--- config.mk ---
export PLATFORM = sky130hd
export DESIGN_NAME = comp_mul_pipe
export DESIGN_NICKNAME = d
export VERILOG_FILES = /design/src/rtl/comp_mul_pkg.sv /design/src/rtl/comp_mul_prod.sv /design/src/rtl/comp_mul_pipe.sv
export SDC_FILE = /design/constraint.sdc
export NUM_CORES = 1
export LEC_CHECK = 0
export CAP_MARGIN = 15
export CORE_AREA = 2 2 211 213
export CTS_CLUSTER_DIAMETER = 40
export DETAILED_ROUTE_END_ITERATION = 16
export DIE_AREA = 0 0 213 215
export PLACE_DENSITY = 0.64
export SLEW_MARGIN = 25
export SYNTH_ARGS = -nofsm -noshare
export SYNTH_HDL_FRONTEND = slang
export SYNTH_SLANG_ARGS = --single-unit
export TNS_END_PERCENT = 1
--- constraint.sdc ---
create_clock -name clk -period 6.3 [get_ports clk]
set_input_delay 0.945 -clock clk [delete_from_list [all_inputs] [get_ports clk]]
set_output_delay 0.945 -clock clk [all_outputs]
set_load 0.02 [all_outputs]
--- src/rtl/comp_mul_pkg.sv ---
// Shared sizing helpers and the default-width complex type for the comp_mul_pipe slice.
// Latency: none (types and constants only).
// Backpressure: n/a. Macro COMP_MUL_ACC_EN widens the result by the accumulator guard bits.
package comp_mul_pkg;

    localparam int COMP_MUL_DATA_W    = 8;
    localparam int COMP_MUL_ACC_GUARD = 4;

`ifdef COMP_MUL_ACC_EN
    localparam bit COMP_MUL_ACC = 1'b1;
`else
    localparam bit COMP_MUL_ACC = 1'b0;
`endif

    // Width of one partial product of two signed dw-bit components.
    function automatic int prod_w(input int dw);
        return 2 * dw;
    endfunction

    // Result width: exact sum of two products, plus guard bits when accumulating.
    function automatic int out_w(input int dw, input int guard);
        return 2 * dw + 1 + (COMP_MUL_ACC ? guard : 0);
    endfunction

    // Complex sample at the default component width.
    typedef struct packed {
        logic signed [COMP_MUL_DATA_W-1:0] re;
        logic signed [COMP_MUL_DATA_W-1:0] im;
    } cplx_t;

endpackage

--- src/rtl/comp_mul_prod.sv ---
// S2 bank of the four signed partial products ar*br, ai*bi, ai*br, ar*bi.
// Latency: 1 cycle (registered on en_i).
// Backpressure: none internally; the bank holds its contents whenever en_i is low.
module comp_mul_prod
    import comp_mul_pkg::*;
#(
    parameter int DATA_W = COMP_MUL_DATA_W
) (
    input  logic                       clk,
    input  logic                       rst,
    input  logic                       en_i,
    input  logic signed [DATA_W-1:0]   ar_i,
    input  logic signed [DATA_W-1:0]   ai_i,
    input  logic signed [DATA_W-1:0]   br_i,
    input  logic signed [DATA_W-1:0]   bi_i,
    output logic signed [2*DATA_W-1:0] p_rr_o,
    output logic signed [2*DATA_W-1:0] p_ii_o,
    output logic signed [2*DATA_W-1:0] p_ir_o,
    output logic signed [2*DATA_W-1:0] p_ri_o
);
    localparam int PW = prod_w(DATA_W);

    logic signed [PW-1:0] p_rr_d, p_ii_d, p_ir_d, p_ri_d;
    logic signed [PW-1:0] p_rr_q, p_ii_q, p_ir_q, p_ri_q;

    // Operands are widened first so each product is formed at its exact width.
    always_comb begin
        p_rr_d = PW'(ar_i) * PW'(br_i);
        p_ii_d = PW'(ai_i) * PW'(bi_i);
        p_ir_d = PW'(ai_i) * PW'(br_i);
        p_ri_d = PW'(ar_i) * PW'(bi_i);
    end

    // Product registers load only when the stage advances with a valid sample.
    always_ff @(posedge clk or negedge rst) begin
        if (!rst) begin
            p_rr_q <= '0;
            p_ii_q <= '0;
            p_ir_q <= '0;
            p_ri_q <= '0;
        end else if (en_i) begin
            p_rr_q <= p_rr_d;
            p_ii_q <= p_ii_d;
            p_ir_q <= p_ir_d;
            p_ri_q <= p_ri_d;
        end
    end

    assign p_rr_o = p_rr_q;
    assign p_ii_o = p_ii_q;
    assign p_ir_o = p_ir_q;
    assign p_ri_o = p_ri_q;

endmodule

--- src/rtl/comp_mul_pipe.sv ---
// Pipelined signed complex multiplier a*b or a*conj(b); optional complex MAC under COMP_MUL_ACC_EN.
// Latency: 3 cycles acceptance-to-o_vld, 1 sample/cycle.
// Backpressure: o_vld && !o_rdy freezes all stages; i_rdy is the combinational inverse of that stall.
module comp_mul_pipe
    import comp_mul_pkg::*;
#(
    parameter  int DATA_W    = COMP_MUL_DATA_W,
    parameter  int ACC_GUARD = COMP_MUL_ACC_GUARD,
    localparam int OUT_W     = out_w(DATA_W, ACC_GUARD)
) (
    input  logic                     clk,
    input  logic                     rst,
    input  logic signed [DATA_W-1:0] a_r,
    input  logic signed [DATA_W-1:0] a_i,
    input  logic signed [DATA_W-1:0] b_r,
    input  logic signed [DATA_W-1:0] b_i,
    input  logic                     i_conj,
    input  logic                     i_last,
    input  logic                     i_en,
    output logic                     i_rdy,
    output logic signed [OUT_W-1:0]  o_r,
    output logic signed [OUT_W-1:0]  o_i,
    output logic                     o_vld,
    input  logic                     o_rdy
);
    localparam int PW = prod_w(DATA_W);
    localparam int SW = PW + 1;

    typedef struct packed {
        logic signed [DATA_W-1:0] re;
        logic signed [DATA_W-1:0] im;
    } op_t;

    logic                 stall, adv;
    op_t                  s1_a_q, s1_b_q;
    logic                 s1_vld_q, s1_conj_q;
    logic                 s2_vld_q, s2_conj_q;
    logic                 s3_vld_q;
    logic signed [PW-1:0] p_rr, p_ii, p_ir, p_ri;
    logic signed [SW-1:0] sum_r_d, sum_i_d;
    logic signed [OUT_W-1:0] o_r_q, o_i_q;

    assign stall = s3_vld_q && !o_rdy;
    assign adv   = !stall;
    assign i_rdy = adv;
    assign o_vld = s3_vld_q;
    assign o_r   = o_r_q;
    assign o_i   = o_i_q;

    // S1: capture operands and conjugate flag of each accepted sample.
    always_ff @(posedge clk or negedge rst) begin
        if (!rst) begin
            s1_vld_q  <= 1'b0;
            s1_a_q    <= '0;
            s1_b_q    <= '0;
            s1_conj_q <= 1'b0;
        end else if (adv) begin
            s1_vld_q <= i_en;
            if (i_en) begin
                s1_a_q    <= '{re: a_r, im: a_i};
                s1_b_q    <= '{re: b_r, im: b_i};
                s1_conj_q <= i_conj;
            end
        end
    end

    comp_mul_prod #(.DATA_W(DATA_W)) u_prod (
        .clk    (clk),
        .rst    (rst),
        .en_i   (adv && s1_vld_q),
        .ar_i   (s1_a_q.re),
        .ai_i   (s1_a_q.im),
        .br_i   (s1_b_q.re),
        .bi_i   (s1_b_q.im),
        .p_rr_o (p_rr),
        .p_ii_o (p_ii),
        .p_ir_o (p_ir),
        .p_ri_o (p_ri)
    );

    // S2: valid bit and conjugate flag travel alongside the product bank.
    always_ff @(posedge clk or negedge rst) begin
        if (!rst) begin
            s2_vld_q  <= 1'b0;
            s2_conj_q <= 1'b0;
        end else if (adv) begin
            s2_vld_q <= s1_vld_q;
            if (s1_vld_q) begin
                s2_conj_q <= s1_conj_q;
            end
        end
    end

    // S3 sums at 2*DATA_W+1 bits, which holds every product combination exactly.
    always_comb begin
        sum_r_d = SW'(p_rr) - SW'(p_ii);
        sum_i_d = SW'(p_ri) + SW'(p_ir);
        if (s2_conj_q) begin
            sum_r_d = SW'(p_rr) + SW'(p_ii);
            sum_i_d = SW'(p_ir) - SW'(p_ri);
        end
    end

`ifdef COMP_MUL_ACC_EN
    logic                    s1_last_q, s2_last_q;
    logic signed [OUT_W-1:0] acc_r_q, acc_i_q;
    logic signed [OUT_W-1:0] acc_r_d, acc_i_d;

    // Run-end flag rides through S1/S2 with its sample.
    always_ff @(posedge clk or negedge rst) begin
        if (!rst) begin
            s1_last_q <= 1'b0;
            s2_last_q <= 1'b0;
        end else if (adv) begin
            if (i_en) begin
                s1_last_q <= i_last;
            end
            if (s1_vld_q) begin
                s2_last_q <= s1_last_q;
            end
        end
    end

    // Running total including the sample now leaving S2; wraps on overflow.
    always_comb begin
        acc_r_d = acc_r_q + OUT_W'(sum_r_d);
        acc_i_d = acc_i_q + OUT_W'(sum_i_d);
    end

    // Accumulate every sample; publish and restart from zero on the run's last sample.
    always_ff @(posedge clk or negedge rst) begin
        if (!rst) begin
            s3_vld_q <= 1'b0;
            acc_r_q  <= '0;
            acc_i_q  <= '0;
            o_r_q    <= '0;
            o_i_q    <= '0;
        end else if (adv) begin
            s3_vld_q <= s2_vld_q && s2_last_q;
            if (s2_vld_q) begin
                acc_r_q <= s2_last_q ? '0 : acc_r_d;
                acc_i_q <= s2_last_q ? '0 : acc_i_d;
                if (s2_last_q) begin
                    o_r_q <= acc_r_d;
                    o_i_q <= acc_i_d;
                end
            end
        end
    end
`else
    logic unused_last;
    assign unused_last = i_last;

    // Every valid sample leaving S2 becomes one output.
    always_ff @(posedge clk or negedge rst) begin
        if (!rst) begin
            s3_vld_q <= 1'b0;
            o_r_q    <= '0;
            o_i_q    <= '0;
        end else if (adv) begin
            s3_vld_q <= s2_vld_q;
            if (s2_vld_q) begin
                o_r_q <= sum_r_d;
                o_i_q <= sum_i_d;
            end
        end
    end
`endif

endmodule

==> results.py, run 1 <==
metrics = {
    "logic_synthesis": {
        "synth_area_per_cell_sq_um": 9.21,
        "ys_seq_area_share_pct": 19.6,
        "synthTopCellsByCount": "349 x inv_1, 222 x fa_1, 170 x and2_1, 163 x nand2_1, 150 x ha_1",
        "ys_ff_latch": 135,
        "yosysTopAreaCell": "fa_1",
        "synth-edff-count": 0,
        "syn_inst": 1867,
        "synth-async-reset-ratio_pct": 100,
        "ys_top_cells_by_area": "fa_1 26%, dfrtp_1 20%, ha_1 11%",
        "syn_nets": 2277,
        "synth_area_sq_um": 17200,
        "ys.flop_type": "dfrtp_1",
        "synth_top_cell_area_share_pct": 25.8,
        "yosys_warnings": 0,
        "ys_types": 57,
        "yosysMostFrequentCell": "inv_1",
    },
    "sta": {
        "worst_slew_pin_slew_ns": 0.806,
        "fin_crit_sh_pct": 79.3,
        "slew_headroom_pct": 46.2,
        "skew_ns": 0.0131,
        "grt_setup_unrepaired": "false",
        "drv_slew": 0,
        "fmax_mhz": 200,
        "finalSetupViolations": 0,
        "min_period_ns": 5.00,
        "final.setup.tns_ns": 0,
        "timing.hold.ws_ns": 0.474,
        "hold_viol": 0,
    },
    "routing": {
        "drtIter0Drc": 784,
        "vias": 12500,
        "wl_per_cell_um": 15.2,
        "wl_met3_um": 1730,
        "first_pass_iters": 5,
        "route.detailed.drc": 0,
        "ant_nets": 0,
        "wl_met2_um": 17200,
        "highest_layer": "met4",
        "wl_met1_um": 18700,
        "vias_per_cell": 4.98,
        "wl_um": 38200,
    },
    "layout": {
        "finalNetCount": 2313,
        "n_antenna_cell": 0,
        "drive_gt1_share_pct": 5.58,
        "area_growth_pct": 11.1,
        "post-route-util_pct": 43.8,
    },
    "grt": {
        "overflow": 0,
        "grt_max_degree": 80,
        "grt_pass1_vias": 12800,
        "grt_pass1_wl_um": 65000,
        "antenna_found_initial": 0,
        "grt_util_all_layers_pct": 17.9,
    },
    "clocking": {
        "cts_buffer_depth": 2,
        "ctsHoldBuffers": 0,
        "post-cts-setup-buffer-count": 0,
        "postCtsResizedCells": 0,
        "cts_sinks": 135,
        "cts_made_buffers": 17,
        "h-tree-depth": 4,
        "cts-root-buf": "clkbuf_16",
        "clk_latency_ns": 0.45,
        "cts_tree": "built",
        "path_clk_slew_ns": 0.06,
    },
    "flow_run": {
        "drv_cap": 0,
    },
    "setup_path": {
        "critPathLaunchType": "register",
        "cp-end-kind": "register",
        "crit_fanout": 17,
        "worstPathCellList": "and2_1, fa_1, inv_1, fa_1, inv_1, fa_1, inv_1, fa_1, inv_1, ha_1, o21ai_0, a21oi_1, o31a_1, o211ai_1, a2111oi_0, or3_1",
        "cp.buffers_inverters": 4,
        "arrival_ns": 5.33,
        "cpPeakStageDelay_ns": 0.67,
        "rr_worst_depth": 16,
        "ff2ff_setup_slack_ns": 1.30,
        "startpoint": "s1_b_q[12]$_DFFE_PN0P_",
        "rr_endpoint": "u_prod.p_ir_o[14]$_DFFE_PN0P_",
        "cpMaxStageDelayCell": "dfrtp_1",
        "r2r_start": "s1_b_q[12]$_DFFE_PN0P_",
        "crit_family": "adder cells",
        "required_ns": 6.63,
        "path_class": "register to register",
    },
    "floorplan": {
        "die_h_um": 215,
        "row_count": 77,
        "die_w_um": 213,
        "die_area_sq_um": 45800,
        "design.core.area_sq_um": 43600,
        "start_util_pct": 39.4,
        "ioPinCount": 74,
    },
    "status": {
        "outcome": "finished, final reports clean",
    },
    "min_path": {
        "hp-start": "o_r[11]$_DFFE_PN0P_",
        "whs_path_depth": 2,
        "hold_end": "o_r[11]$_DFFE_PN0P_",
        "hp-class": "register to register",
    },
    "place": {
        "portBuffers": 72,
        "dpl.hpwl_um": 29500,
        "gp_congestion": 0.834,
    },
}
==> logic make-up after synthesis <==
kind of cell | count (synthesis) | share of synthesized area, %
AND/OR/NAND/NOR | 511 | 15.5
buffers and inverters | 413 | 9.01
adder cells (fa/ha/maj) | 372 | 36.7
AO/OA/AOI/OAI | 268 | 9.66
flip-flops | 135 | 19.6
XOR/XNOR | 107 | 5.45
multiplexers | 61 | 3.96
==> per-layer routing <==
metal / up-vias / track usage, %
met5: - / 0
met4: 0 / 3.73
met1: 6218 / 25.8
met3: 35 / 3.58
met2: 246 / 27.8
li1: 6001 / -
==> through the flow <==
stage	cell area (sq um)	setup slack (ns)	instances
after floorplan	17200	1.81	1867
after global placement	18500	1.37	2476
after detailed placement	18500	1.31	2476
after CTS	19100	1.29	2508
after global routing	19100	0.927	2508
final	19100	1.30	2508
==> area by class of cell <==
cell class | instances | area [sq um]
clock buffers | 18 | 429
clock inverters | 14 | 161
fillers | 4276 | 24500
inverters | 349 | 1310
multi-input cells | 1319 | 12300
flip-flops and latches | 135 | 3380
well taps | 592 | 741
repair buffers | 81 | 802
==> state kept, by name, indices dropped and copies added, names as in the netlist <==
signal,flops
u_prod.p_ii_o,16
s1_vld_q,1
s2_conj_q,1
u_prod.p_ir_o,16
s2_vld_q,1
s1_a_q,16
s1_b_q,16
u_prod.p_rr_o,16
o_r,17
u_prod.p_ri_o,16
s1_conj_q,1
o_i,17
o_vld,1
==> worst max path at each step <==
stage          cells past startpoint  slack, ns                            end
2_1_floorplan                     17       1.81  u_prod.p_ir_o[14]$_DFFE_PN0P_
3_3_place_gp                      15       1.37  u_prod.p_ir_o[14]$_DFFE_PN0P_
3_5_place_dp                      15       1.31  u_prod.p_ir_o[14]$_DFFE_PN0P_
4_1_cts                           15       1.29  u_prod.p_ir_o[14]$_DFFE_PN0P_
5_1_grt                           16       0.93  u_prod.p_rr_o[15]$_DFFE_PN0P_
6_report                          16       1.30  u_prod.p_ir_o[14]$_DFFE_PN0P_
==> worst reg2reg max path: cells and delay by family (launching register included) <==
kind                       cells  cell delay (ns)
adders and majority gates      5             2.39
buffers and inverters          4             0.20
and+or+nand+nor                2             0.70
AOI/OAI and AO/OA              5             0.94
DFF                            1             0.67
==> cells in the final DEF (no fill, tap or decap), types with 34 or more instances in the layout <==
cell,n
fa_1,222
xnor2_1,64
xor2_1,43
a21oi_1,56
clkdlybuf4s50_1,71
and2_1,170
nand2_1,160
ha_1,150
inv_1,349
nor2_1,50
nor2b_1,34
dfrtp_1,135
mux2_2,56
o21ai_0,91
Power of run 1 is left out: the tool's default activity adds up to more than one toggle a clock period on the data nets, which glitch-free logic cannot reach.
==> run 2, diff against run 1 <==
PLACE_DENSITY = 0.66   (was 0.64)
clock period = 4 ns   (was 6.3 ns; I/O delays follow)
==> results.py, run 2 (same netlist as run 1, synthesis figures left out) <==
metrics = {
    "status": {
        "outcome": "finished, violations left",
        "violations": "negative setup slack",
    },
    "place": {
        "dpl.hpwl_um": 33000,
        "portBuffers": 72,
        "gp_congestion": 0.874,
    },
    "flow_run": {
        "drv_cap": 0,
    },
    "sta": {
        "drv_slew": 0,
        "finalSetupViolations": 27,
        "skew_ns": 0.0147,
        "slew_headroom_pct": 42.4,
        "hold_viol": 0,
        "worst_slew_pin_slew_ns": 0.864,
        "fmax_mhz": 221,
        "fin_ws_ns": -0.519,
        "grt_setup_unrepaired": "true",
        "min_period_ns": 4.52,
        "fin_crit_sh_pct": 113,
    },
    "setup_path": {
        "cp-end-kind": "register",
        "critPathLaunchType": "register",
        "startpoint": "s1_b_q[11]$_DFFE_PN0P_",
        "r2r_start": "s1_b_q[11]$_DFFE_PN0P_",
        "path_class": "register to register",
        "crit_fanout": 4,
        "arrival_ns": 4.84,
        "required_ns": 4.32,
    },
    "floorplan": {
        "row_count": 77,
        "die_w_um": 213,
        "design.core.area_sq_um": 43600,
        "die_area_sq_um": 45800,
        "ioPinCount": 74,
        "start_util_pct": 39.4,
        "die_h_um": 215,
    },
    "layout": {
        "post-route-util_pct": 49.0,
        "final_common_cell": "inv_1",
        "finalNetCount": 2539,
        "n_antenna_cell": 0,
        "area_growth_pct": 24.4,
        "layout_common_cells": "339 x inv_1, 219 x buf_4, 215 x fa_1",
        "fill_cells": 4090,
        "drive_gt1_share_pct": 20.4,
    },
    "clocking": {
        "clk_latency_ns": 0.45,
        "cts_buffer_depth": 2,
        "h-tree-depth": 4,
        "cts_tree": "built",
        "ctsHoldBuffers": 0,
        "cts_sinks": 135,
        "cts-root-buf": "clkbuf_16",
        "path_clk_slew_ns": 0.06,
        "cts_made_buffers": 17,
    },
    "grt": {
        "antenna_found_initial": 0,
        "grt_pass1_vias": 13500,
        "grt_max_degree": 80,
        "grt_util_all_layers_pct": 19.0,
        "overflow": 0,
        "grt_pass1_wl_um": 69000,
    },
    "routing": {
        "wl_per_cell_um": 15.1,
        "drtIter0Drc": 647,
        "route.detailed.drc": 0,
        "ant_nets": 0,
        "vias_per_cell": 4.84,
        "vias": 13200,
        "first_pass_iters": 7,
        "wl_um": 41200,
    },
    "min_path": {
        "hp-class": "input pin to asynchronous set/reset pin",
    },
}
## run 2: path summary, 6_finish.rpt
kind                                            endpoint  slack (ns)  depth (start not counted)
max                        u_prod.p_ir_o[14]$_DFFE_PN0P_       -0.52                         17
min                                s1_a_q[1]$_DFFE_PN0P_        0.20                          1
max reg2reg                u_prod.p_ir_o[14]$_DFFE_PN0P_       -0.52                         17
min reg2reg                           o_r[1]$_DFFE_PN0P_        0.47                          2
max in group asynchronous            o_i[13]$_DFFE_PN0P_        2.88                          2
min in group clk                      o_r[1]$_DFFE_PN0P_        0.47                          2
## run 2: cell type report
cell class / instances / area, sq um / share of cell area, %
clock inverter: 13 / 169 / 0.789
tap: 592 / 741 / 3.46
multi-input combinational: 1319 / 12700 / 59.3
sequential: 135 / 3410 / 15.9
timing repair buffer: 307 / 2630 / 12.3
inverter: 349 / 1310 / 6.12
clock buffer: 19 / 453 / 2.12
## run 2: what timing repair did
action	in CTS	in global routing
gates cloned	1	0
gates resized for setup	73	37
pin swaps	34	24
endpoints found under the setup margin	29	33
hold endpoints to repair	0	0
setup buffers	12	8
## run 2: per-layer routing
metal / share of wire, % / up-vias / global-route usage, % / routed length, um
met4: 2.1 / 0 / 5.20 / 882
met2: 46 / 264 / 30.3 / 18800
met1: 48 / 6490 / 27.0 / 19800
met5: 0 / - / 0 / 0
met3: 3.9 / 41 / 2.60 / 1600
li1: - / 6438 / - / -
## run 2: stage by stage
step | TNS [ns] | hold WS, ns | area, sq um | setup WS [ns] | cells
after floorplan | -3.12 | 0.304 | 17400 | -0.261 | 1867
after global placement | -9.68 | 0.462 | 20200 | -0.518 | 2681
after detailed placement | -10.97 | 0.462 | 20200 | -0.554 | 2681
after CTS | -7.60 | 0.258 | 21200 | -0.436 | 2726
after global routing | -13.45 | 0.298 | 21400 | -0.662 | 2734
final | -7.70 | 0.199 | 21400 | -0.519 | 2734
## run 2: worst max-delay path: stages (launching register included)
cell       delay (ns)
dfrtp_1          0.40
buf_4            0.14
buf_4            0.14
and2_1           0.16
fa_1             0.47
ha_1             0.31
inv_1            0.06
fa_1             0.50
fa_1             0.54
inv_1            0.06
ha_4             0.21
nor2b_2          0.15
o21ai_2          0.14
a21oi_2          0.09
o31a_1           0.26
o211ai_1         0.30
a2111oi_2        0.12
or3_1            0.36
Power of run 2 is left out for the same reason.
==> run 3, diff against run 2 <==
GPL_TIMING_DRIVEN = 0   (was unset)
==> results.py, run 3 (same netlist as run 1, synthesis figures left out) <==
metrics = {
    "grt": {
        "grt_pass1_wl_um": 75300,
        "grt_max_degree": 77,
        "overflow": 0,
        "antenna_found_initial": 2,
        "grt_pass1_vias": 13800,
        "grt_util_all_layers_pct": 21.3,
    },
    "layout": {
        "layout_common_cells": "335 x inv_1, 215 x fa_1, 160 x and2_1",
        "area_growth_pct": 19.4,
        "finalNetCount": 2420,
        "drive_gt1_share_pct": 14.8,
        "n_antenna_cell": 0,
        "final_common_cell": "inv_1",
        "post-route-util_pct": 47.1,
        "fill_cells": 4071,
    },
    "clocking": {
        "cts_sinks": 135,
        "cts_tree": "built",
        "cts_buffer_depth": 2,
        "h-tree-depth": 4,
        "clk_latency_ns": 0.45,
        "cts_made_buffers": 17,
        "cts-root-buf": "clkbuf_16",
        "ctsHoldBuffers": 0,
        "path_clk_slew_ns": 0.08,
    },
    "sta": {
        "fin_ws_ns": -0.498,
        "final.setup.tns_ns": -9.01,
        "fmax_mhz": 222,
        "skew_ns": 0.0168,
        "finalSetupViolations": 26,
        "hold_viol": 0,
        "slew_headroom_pct": 39.4,
        "fin_crit_sh_pct": 112,
        "min_period_ns": 4.50,
        "drv_slew": 0,
        "grt_setup_unrepaired": "true",
        "worst_slew_pin_slew_ns": 0.909,
    },
    "floorplan": {
        "design.core.area_sq_um": 43600,
        "row_count": 77,
        "ioPinCount": 74,
        "die_area_sq_um": 45800,
        "die_w_um": 213,
        "start_util_pct": 39.4,
        "die_h_um": 215,
    },
    "setup_path": {
        "critPathLaunchType": "register",
        "crit_path_frequent_cell": "fa_1",
        "ff2ff_setup_slack_ns": -0.50,
        "required_ns": 4.30,
        "path_class": "register to register",
        "rr_worst_depth": 16,
        "r2r_start": "s1_a_q[11]$_DFFE_PN0P_",
        "cpMaxStageDelayCell": "fa_1",
        "crit_fanout": 6,
        "cpPeakStageDelay_ns": 0.56,
        "worstPathCellList": "clkbuf_8, buf_4, and2_1, fa_1, fa_1, fa_1, inv_1, fa_1, inv_1, ha_4, nand2_1, a2bb2oi_1, o211ai_1, a31oi_1, xnor2_1, o21ai_0",
        "rr_endpoint": "u_prod.p_rr_o[15]$_DFFE_PN0P_",
        "cp-end-kind": "register",
        "arrival_ns": 4.80,
    },
    "routing": {
        "vias_per_cell": 5.11,
        "route.detailed.drc": 0,
        "vias": 13400,
        "ant_nets": 0,
        "drtIter0Drc": 872,
        "wl_per_cell_um": 18.0,
        "wl_um": 47000,
        "first_pass_iters": 5,
    },
    "min_path": {
        "hp-class": "input pin to asynchronous set/reset pin",
    },
    "status": {
        "violations": "negative setup slack",
        "outcome": "finished, violations left",
    },
    "place": {
        "gp_congestion": 0.936,
        "dpl.hpwl_um": 36400,
        "portBuffers": 72,
    },
    "flow_run": {
        "drv_cap": 0,
    },
}
-- run 3: cell count changes in the layout (fill, tap and decap cells not counted), moves of 4 or more --
cell,previous run,this run
buf_1,0,4
a21oi_2,11,6
ha_4,14,19
clkbuf_1,0,28
clkbuf_8,2,14
buf_12,8,2
clkbuf_16,17,22
dfrtp_2,26,32
dfrtp_1,109,103
ha_1,135,128
inv_1,339,335
buf_6,8,3
clkbuf_4,0,6
buf_4,219,49
-- run 3: how the worst max path moves through the flow --
stage,start,end,cells after the start
after floorplan,s1_b_q[8]$_DFFE_PN0P_,u_prod.p_ir_o[14]$_DFFE_PN0P_,17
after global placement,rst,s1_b_q[15]$_DFFE_PN0P_,1
after detailed placement,s1_a_q[0]$_DFFE_PN0P_,u_prod.p_ir_o[15]$_DFFE_PN0P_,18
after CTS,s1_b_q[12]$_DFFE_PN0P_,u_prod.p_rr_o[14]$_DFFE_PN0P_,17
after global routing,s1_a_q[7]$_DFFE_PN0P_,u_prod.p_ir_o[14]$_DFFE_PN0P_,17
final,s1_a_q[11]$_DFFE_PN0P_,u_prod.p_rr_o[15]$_DFFE_PN0P_,16
-- run 3: worst max-delay path: cells and delay by family, from the launching register on --
family                     cells  cell delay, ns
xor gates and xnor gates       1            0.32
buffers and inverters          4            0.46
and+or+nand+nor                2            0.23
DFF                            1            0.45
AOI/OAI and AO/OA              4            0.62
adders and majority gates      5            2.27
-- run 3: timing repair --
action,in CTS,in global routing
buffers inserted,51,0
endpoints found under the setup margin,36,34
pin swaps,36,20
resized for setup,146,45
-- run 3: routing by layer --
layer	vias to the layer above	GRT usage (%)	wire length, um
met1	6683	28.9	20700
met4	2	6.46	1320
li1	6207	-	-
met3	79	4.60	3080
met5	-	0	13
met2	389	34.1	21900
-- run 3: layout make-up --
class	instances	area [sq um]	area share, %
Buffer	64	538	2.62
Clock buffer	19	443	2.16
Clock inverter	13	170	0.828
Inverter	349	1310	6.39
Multi-Input combinational cell	1319	12700	62.1
Sequential cell	135	3420	16.6
Tap cell	592	741	3.61
Timing Repair Buffer	124	1170	5.71
-- run 3: stage by stage --
step / std cells / setup slack, ns / hold WS (ns) / area, sq um
after floorplan: 1867 / -0.261 / 0.304 / 17400
after global placement: 2531 / -3.75 / 0.459 / 18800
final: 2615 / -0.498 / 0.144 / 20500
after global routing: 2615 / -0.708 / 0.199 / 20500
after detailed placement: 2532 / -1.14 / 0.462 / 18900
after CTS: 2615 / -0.512 / 0.155 / 20400
Power of run 3 is left out for the same reason.
